**config.mk**
```make
export PLATFORM = sky130hd
export DESIGN_NAME = sticky_shift_sequencer
export DESIGN_NICKNAME = d
export VERILOG_FILES = /design/src/rtl/sticky_shift_sequencer.sv
export SDC_FILE = /design/constraint.sdc
export NUM_CORES = 1
export LEC_CHECK = 0
export ABC_AREA = 1
export ABC_CLOCK_PERIOD_IN_PS = 4500
export CORE_MARGIN = 3
export CORE_UTILIZATION = 57
export CTS_BUF_LIST = sky130_fd_sc_hd__clkbuf_8
export CTS_CLUSTER_DIAMETER = 200
export CTS_CLUSTER_SIZE = 14
export DETAILED_ROUTE_END_ITERATION = 10
export PLACE_DENSITY = 0.95
export SYNTH_ARGS = -nofsm -noshare
export SYNTH_HDL_FRONTEND = slang
export SYNTH_SLANG_ARGS = --single-unit
```
**constraint.sdc**
```tcl
create_clock -name clk -period 4.5 [get_ports clk]
set_input_delay 0.9 -clock clk [delete_from_list [all_inputs] [get_ports clk]]
set_output_delay 0.9 -clock clk [all_outputs]
set_load 0.005 [all_outputs]
```
**src/rtl/sticky_shift_sequencer.sv**
```systemverilog
// Multi-cycle right shifter with sticky accumulation, up to STEP positions per clock.
// Optional ZERO_SKIP_EN: finish early once the working register has shifted to all zeros.
module sticky_shift_sequencer #(
  parameter int unsigned N    = 8,
  parameter int unsigned es   = 4,
  parameter int unsigned L    = 1,
  parameter int unsigned STEP = 2,
  localparam int unsigned W   = N - es + 3,
  localparam int unsigned T   = W + L
) (
  input  logic         clk,
  input  logic         rst_n,
  input  logic         in_valid,
  output logic         in_ready,
  input  logic [W-1:0] A,
  input  logic [N-1:0] shift,
  output logic         out_valid,
  input  logic         out_ready,
  output logic [W-1:0] Z
);

  localparam int unsigned RW = $clog2(T + 1);

  typedef enum logic [1:0] {StIdle, StShift, StDone} state_e;

  state_e        state_q;
  logic [T-1:0]  t_q;
  logic [RW-1:0] rem_q;
  logic          acc_q;
  logic [W-1:0]  z_q;
  logic          out_valid_q;
  logic          in_ready_q;

  logic [T-1:0]  load_t;
  logic [RW-1:0] load_rem;
  logic [RW-1:0] s;
  logic [T-1:0]  lost_mask;
  logic [T-1:0]  t_step;
  logic [RW-1:0] rem_step;
  logic          acc_step;

  // Data bits above the guard field, with everything at or below the guard folded into Z[0].
  function automatic logic [W-1:0] z_of(input logic [T-1:0] t, input logic acc);
    return {t[T-1:L+1], acc | (|t[L:0])};
  endfunction

  always_comb begin
    load_t = T'(A) << L;
    if (32'(shift) >= T) begin
      load_rem = RW'(T);
    end else begin
      load_rem = RW'(shift);
    end
    if (32'(rem_q) < STEP) begin
      s = rem_q;
    end else begin
      s = RW'(STEP);
    end
    lost_mask = ~({T{1'b1}} << s);
    t_step    = t_q >> s;
    rem_step  = rem_q - s;
    acc_step  = acc_q | (|(t_q & lost_mask));
  end

  always_ff @(posedge clk) begin
    if (!rst_n) begin
      state_q     <= StIdle;
      t_q         <= '0;
      rem_q       <= '0;
      acc_q       <= 1'b0;
      z_q         <= '0;
      out_valid_q <= 1'b0;
      in_ready_q  <= 1'b1;
    end else begin
      unique case (state_q)
        StIdle: begin
          if (in_valid) begin
            t_q        <= load_t;
            rem_q      <= load_rem;
            acc_q      <= 1'b0;
            in_ready_q <= 1'b0;
            if (load_rem == '0) begin
              state_q     <= StDone;
              z_q         <= z_of(load_t, 1'b0);
              out_valid_q <= 1'b1;
            end else begin
              state_q <= StShift;
            end
          end
        end
        StShift: begin
`ifdef ZERO_SKIP_EN
          if (t_q == '0) begin
            state_q     <= StDone;
            z_q         <= z_of(t_q, acc_q);
            out_valid_q <= 1'b1;
          end else
`endif
          begin
            t_q   <= t_step;
            rem_q <= rem_step;
            acc_q <= acc_step;
            if (rem_step == '0) begin
              state_q     <= StDone;
              z_q         <= z_of(t_step, acc_step);
              out_valid_q <= 1'b1;
            end
          end
        end
        StDone: begin
          // Returning to idle never accepts; the next request lands on a later edge.
          if (out_ready) begin
            state_q     <= StIdle;
            out_valid_q <= 1'b0;
            in_ready_q  <= 1'b1;
          end
        end
        default: state_q <= StIdle;
      endcase
    end
  end

  assign in_ready  = in_ready_q;
  assign out_valid = out_valid_q;
  assign Z         = z_q;

endmodule

```
==> results of run 1 <==
-- worst max-delay path: stages --
cell and delay [ns]:
clkdlybuf4s50_1 0.72, inv_1 0.29, a21oi_1 0.21, o21ai_0 0.14
inv_1 0.07
-- cells in the final DEF, fill, tap and decap left out, drive strengths merged --
cell type	Yosys	routed
o221ai	1	1
a21oi	18	18
nor3	3	3
a31oi	1	1
nand2	59	59
conb	1	1
o22ai	1	1
inv	39	39
o211ai	2	2
xor2	1	1
clkdlybuf4s50	0	27
clkbuf	2	3
nand3	11	11
dfxtp	24	24
o21ai	14	14
nand4	6	6
ha	1	1
nand3b	1	1
o31ai	1	1
nor2	28	28
-- worst max-delay path by stage --
stage | startpoint | endpoint | slack [ns]
floorplan | shift[4] | Z[3] | 2.63
global placement | shift[4] | Z[6] | 2.16
detailed placement | shift[4] | Z[1] | 2.10
CTS | rst_n | t_q[6] | 2.37
global route | shift[4] | Z[1] | 2.23
finish | rst_n | t_q[6] | 2.37
-- layer usage --
layer	GRT usage, %	vias up	share of wire [%]
met1	27.2	589	46
met2	35.0	47	46
met4	7.29	0	1.5
met5	0	-	0
li1	-	739	-
met3	3.97	8	6.5
-- logic make-up after synthesis --
family / after synthesis
adders and majority gates: 1
xor gates and xnor gates: 1
and+or+nand+nor: 108
buffers and inverters: 46
DFF: 24
AOI/OAI and AO/OA: 38
other: 1
-- cells in the mapped netlist (3+ instances only) --
master   number
a21oi_1      18
buf_2         3
dfxtp_1      24
inv_1        35
inv_2         4
nand2_1      56
nand3_1      10
nand4_1       6
nor2_1       24
nor2_2        3
nor3_1        3
o21ai_0       8
o21ai_1       5
-- flip-flops by register name (all words and copies together), names as in the netlist --
signal	count
rem_q	4
out_valid	1
state_q	2
in_ready	1
Z	7
t_q	8
acc_q	1
-- area by class of cell --
| cell class | instances | area, µm² |
|---|---|---|
| multi-input combinational | 149 | 714 |
| fill | 196 | 567 |
| sequential | 24 | 480 |
| timing repair buffer | 27 | 270 |
| inverter | 39 | 146 |
| clock buffer | 3 | 41.3 |
| tap | 28 | 35.0 |
-- power breakdown --
group,switching (µW),internal [µW],total [µW]
Combinational,324,191,515
Clock,68.0,59.9,128
Sequential,47.4,282,330
-- per-stage QoR --
stage                     util [%]  instances
after floorplan                  -        219
after global placement        73.0        267
after detailed placement      73.0        267
after CTS                     74.9        270
after global routing          74.9        270
final                         74.9        270
==> results.cfg, run 1 <==
[run_status]
status = complete, no violations

[timing]
fin_ws_ns = 2.37
period_share_pct = 47.4
max_freq_mhz = 469
hold_ws_ns = 0.451
hold_violations = 0
rsz0062_at_grt = false
setup_viol = 0
finalMaxSlewViolations = 0
fin_crit_ns = 2.13
clock_skew_ns = 0.00107
setup-tns-final_ns = 0

[route]
dr_total_vias = 1383
wl_per_cell_um = 11.6
viasPerCell = 5.12
ant_nets = 0
drt_wl_total_mm = 3.13
drc_errors = 0
dr.pass1.iters = 4
drt-initial-drc-count = 45

[placement]
dp_worst_setup_slack_ns = 2.10
dpl_cell_area_um2 = 1650
place.gp.congestion = 0.826
dp_hpwl_mm = 2.30
placement.io_buffers = 27

[clock_network]
ctsResizeCount = 0
clk_latency_ns = 0.26
tritoncts = done
post_cts_buffers = 0
cts_root_buf = clkbuf_8
path_clk_slew_ns = 0.08
cts_inserted_buffers = 3
cts_hold_buffers = 0
htreeDepth = 1
clock_sinks = 24
cts_buffer_depth = 2

[critical_path]
r2r_cells = 10
required_ns = 4.71
reg2reg_to = Z[1]
cp_max_fo = 13
r2r_setup_slack_ns = 2.75
reg2reg_from = rem_q[1]
worstPathArrival_ns = 2.34
crit_path_start_kind = primary input
critPathKind = primary input to flip-flop
end_kind = flip-flop

[global_routing]
overflow = 0
antenna_found_initial = 0
grt_first_pass_wirelength_mm = 5.29
grt_usage_pct = 21.1
grt_pass1_vias = 1228
grt_max_degree = 17

[synth]
synth_area_leader_cell = dfxtp_1
synth_simple_gate_area_share_pct = 34.8
yosysWarnings = 0
synthAdderAreaFrac_pct = 0.905
syn_nets = 239
synth_xor_area_share_pct = 0.633
seq_area_frac_synth_pct = 34.8
synth_area_leaders = dfxtp_1 (35%), nand2_1 (15%), inv_1 (9.5%)
synthFlopType = dfxtp_1
synthDistinctLibCells = 30
synth.cell_area_um2 = 1380
yosysTopAreaCellShare_pct = 34.8
synth_top_family_by_area = simple AND/OR/NAND/NOR gates
syn_area_per_cell_um2 = 6.31
synth-seq-cells = 24
postSynth.asyncResetShare_pct = 0
synthMuxAreaShare_pct = 0
synth_edf_count = 0
synth_compound_gate_area_share_pct = 15.0
syn-instance-count = 219

[power_and_ir_drop]
vdd_drop_max_mv = 0.368
fin_total_pwr_uw = 973
p_leak_uw = 0.000794
power_density_nw_per_um2 = 576

[min_path]
hp-start = out_valid
min_path_type = flip-flop to flip-flop
holdPathStages = 2
holdPathEnd = out_valid

[layout]
area_delta_synth_final_pct = 22.1
drive_above_1_share_pct = 6.61
diodes = 0
nets = 264
design_area_um2 = 1690

[floorplan]
coreArea_um2 = 2250
pin_count = 28
die-area_um2 = 3050
start_util_pct = 61.3
die_y_um = 55.3
die_w_um = 55.3
num_rows = 17

[job]
maxCapViolations = 0
Power figures use the tool's default switching activity.
==> inputs of run 2 (changes only) <==
--- a/config.mk
+++ b/config.mk
@@ -6,14 +6,14 @@
 export NUM_CORES = 1
 export LEC_CHECK = 0
 export ABC_AREA = 1
-export ABC_CLOCK_PERIOD_IN_PS = 4500
+export ABC_CLOCK_PERIOD_IN_PS = 2230
 export CORE_MARGIN = 3
-export CORE_UTILIZATION = 57
+export CORE_UTILIZATION = 53
 export CTS_BUF_LIST = sky130_fd_sc_hd__clkbuf_8
 export CTS_CLUSTER_DIAMETER = 200
 export CTS_CLUSTER_SIZE = 14
 export DETAILED_ROUTE_END_ITERATION = 10
-export PLACE_DENSITY = 0.95
+export PLACE_DENSITY = 0.91
 export SYNTH_ARGS = -nofsm -noshare
 export SYNTH_HDL_FRONTEND = slang
 export SYNTH_SLANG_ARGS = --single-unit
==> constraint.sdc (replaced) <==
create_clock -name clk -period 2.23 [get_ports clk]
set_input_delay 0.446 -clock clk [delete_from_list [all_inputs] [get_ports clk]]
set_output_delay 0.446 -clock clk [all_outputs]
set_load 0.005 [all_outputs]
==> results.cfg, run 2 (synthesis gave the netlist of run 1 again) <==
[critical_path]
critPathKind = flip-flop to flip-flop
required_ns = 2.40
worstPathArrival_ns = 1.90
cpMaxStageDelayCell = dfxtp_1
crit_chain = nor2_2, nand2_1, nand2_1, nand3_1, nand2_2, nand3_4, nor2_1, nor2_1
end_kind = flip-flop
slowest_delay_ns = 0.36
cp_max_fo = 14
crit_path_start_kind = flip-flop

[clock_network]
ctsResizeCount = 0
cts_root_buf = clkbuf_8
cts_buffer_depth = 2
tritoncts = done
htreeDepth = 1
clock_sinks = 24
cts_hold_buffers = 0
cts_inserted_buffers = 3
clk_latency_ns = 0.27
path_clk_slew_ns = 0.09
post_cts_buffers = 0

[layout]
final_cell_mix = nand2_1 (56), inv_1 (35), clkdlybuf4s50_1 (27), dfxtp_1 (24), nor2_1 (24)
diodes = 0
largest_register_ffs = 8
fill_cells = 194
layout_commonest_cell = nand2_1
top_register = t_q
drive_above_1_share_pct = 7.38
area_delta_synth_final_pct = 24.8
nets = 265

[placement]
dp_worst_setup_slack_ns = 0.313
placement.io_buffers = 27
dp_hpwl_mm = 2.30
place.gp.congestion = 0.795

[global_routing]
grt_pass1_vias = 1210
antenna_found_initial = 0
grt_first_pass_wirelength_mm = 5.30
grt_max_degree = 17
grt_usage_pct = 20.2
overflow = 0

[route]
dr_wl_met2_mm = 1.50
route.top_layer_used = met4
ant_nets = 0
drc_errors = 0
wl_met3_um = 131
drt_wl_total_mm = 3.17
dr_total_vias = 1386
met1Wirelength_mm = 1.53
drt-initial-drc-count = 58
wl_per_cell_um = 11.7
viasPerCell = 5.10
dr.pass1.iters = 4

[run_status]
status = complete, no violations

[floorplan]
coreArea_um2 = 2340
die_w_um = 57.1
die_y_um = 57.1
pin_count = 28
die-area_um2 = 3260
num_rows = 17
start_util_pct = 59.1

[job]
maxCapViolations = 0

[power_and_ir_drop]
p_leak_uw = 0.000813
power_density_nw_per_um2 = 1210
vdd_drop_max_mv = 1.03

[timing]
setup-tns-final_ns = 0
period_share_pct = 77.6
rsz0062_at_grt = false
max_freq_mhz = 578
clock_skew_ns = 0.00333
setup_viol = 0
fin_crit_ns = 1.73
fin_ws_ns = 0.500
hold_violations = 0
finalMaxSlewViolations = 0
hold_ws_ns = 0.456

[min_path]
min_path_type = flip-flop to flip-flop
run 2: final timing paths:
check,cells after the start,endpoint,from,slack [ns]
worst max-delay path,8,Z[3],rem_q[2],0.50
worst max register to register,8,Z[3],rem_q[2],0.50
worst min register to register,2,out_valid,out_valid,0.46
worst min-delay path,2,out_valid,out_valid,0.46
run 2: cell type report:
class                      instances  area (µm²)  area share [%]
multi-input combinational        149         714            41.4
sequential                        24         480            27.8
timing repair buffer              28         278            16.1
inverter                          39         146            8.48
clock buffer                       3        41.3            2.39
tap                               28        35.0            2.03
clock inverter                     1        30.0            1.74
run 2: layer usage:
metal / global-route usage [%] / up-vias
met3: 4.75 / 2
met5: 0 / -
met2: 32.6 / 27
met4: 4.30 / 0
met1: 27.5 / 618
li1: - / 739
run 2: through the flow:
stage	util [%]	instances	cell area, µm²	total power (µW)
floorplan	-	219	1380	1440
global placement	70.7	268	1650	1670
detailed placement	70.7	268	1650	1690
CTS	73.7	272	1730	2090
global route	73.7	272	1730	2270
finish	73.7	272	1730	2090
run 2: worst max-delay path, delay by kind of cell (launching register included):
family / cells / cell delay (ns)
flops: 1 / 0.36
simple gates: 8 / 1.26
run 2: report_power, final:
| part | internal (µW) | switching, µW |
|---|---|---|
| Clock | 240 | 143 |
| Sequential | 570 | 96.6 |
| Combinational | 387 | 655 |
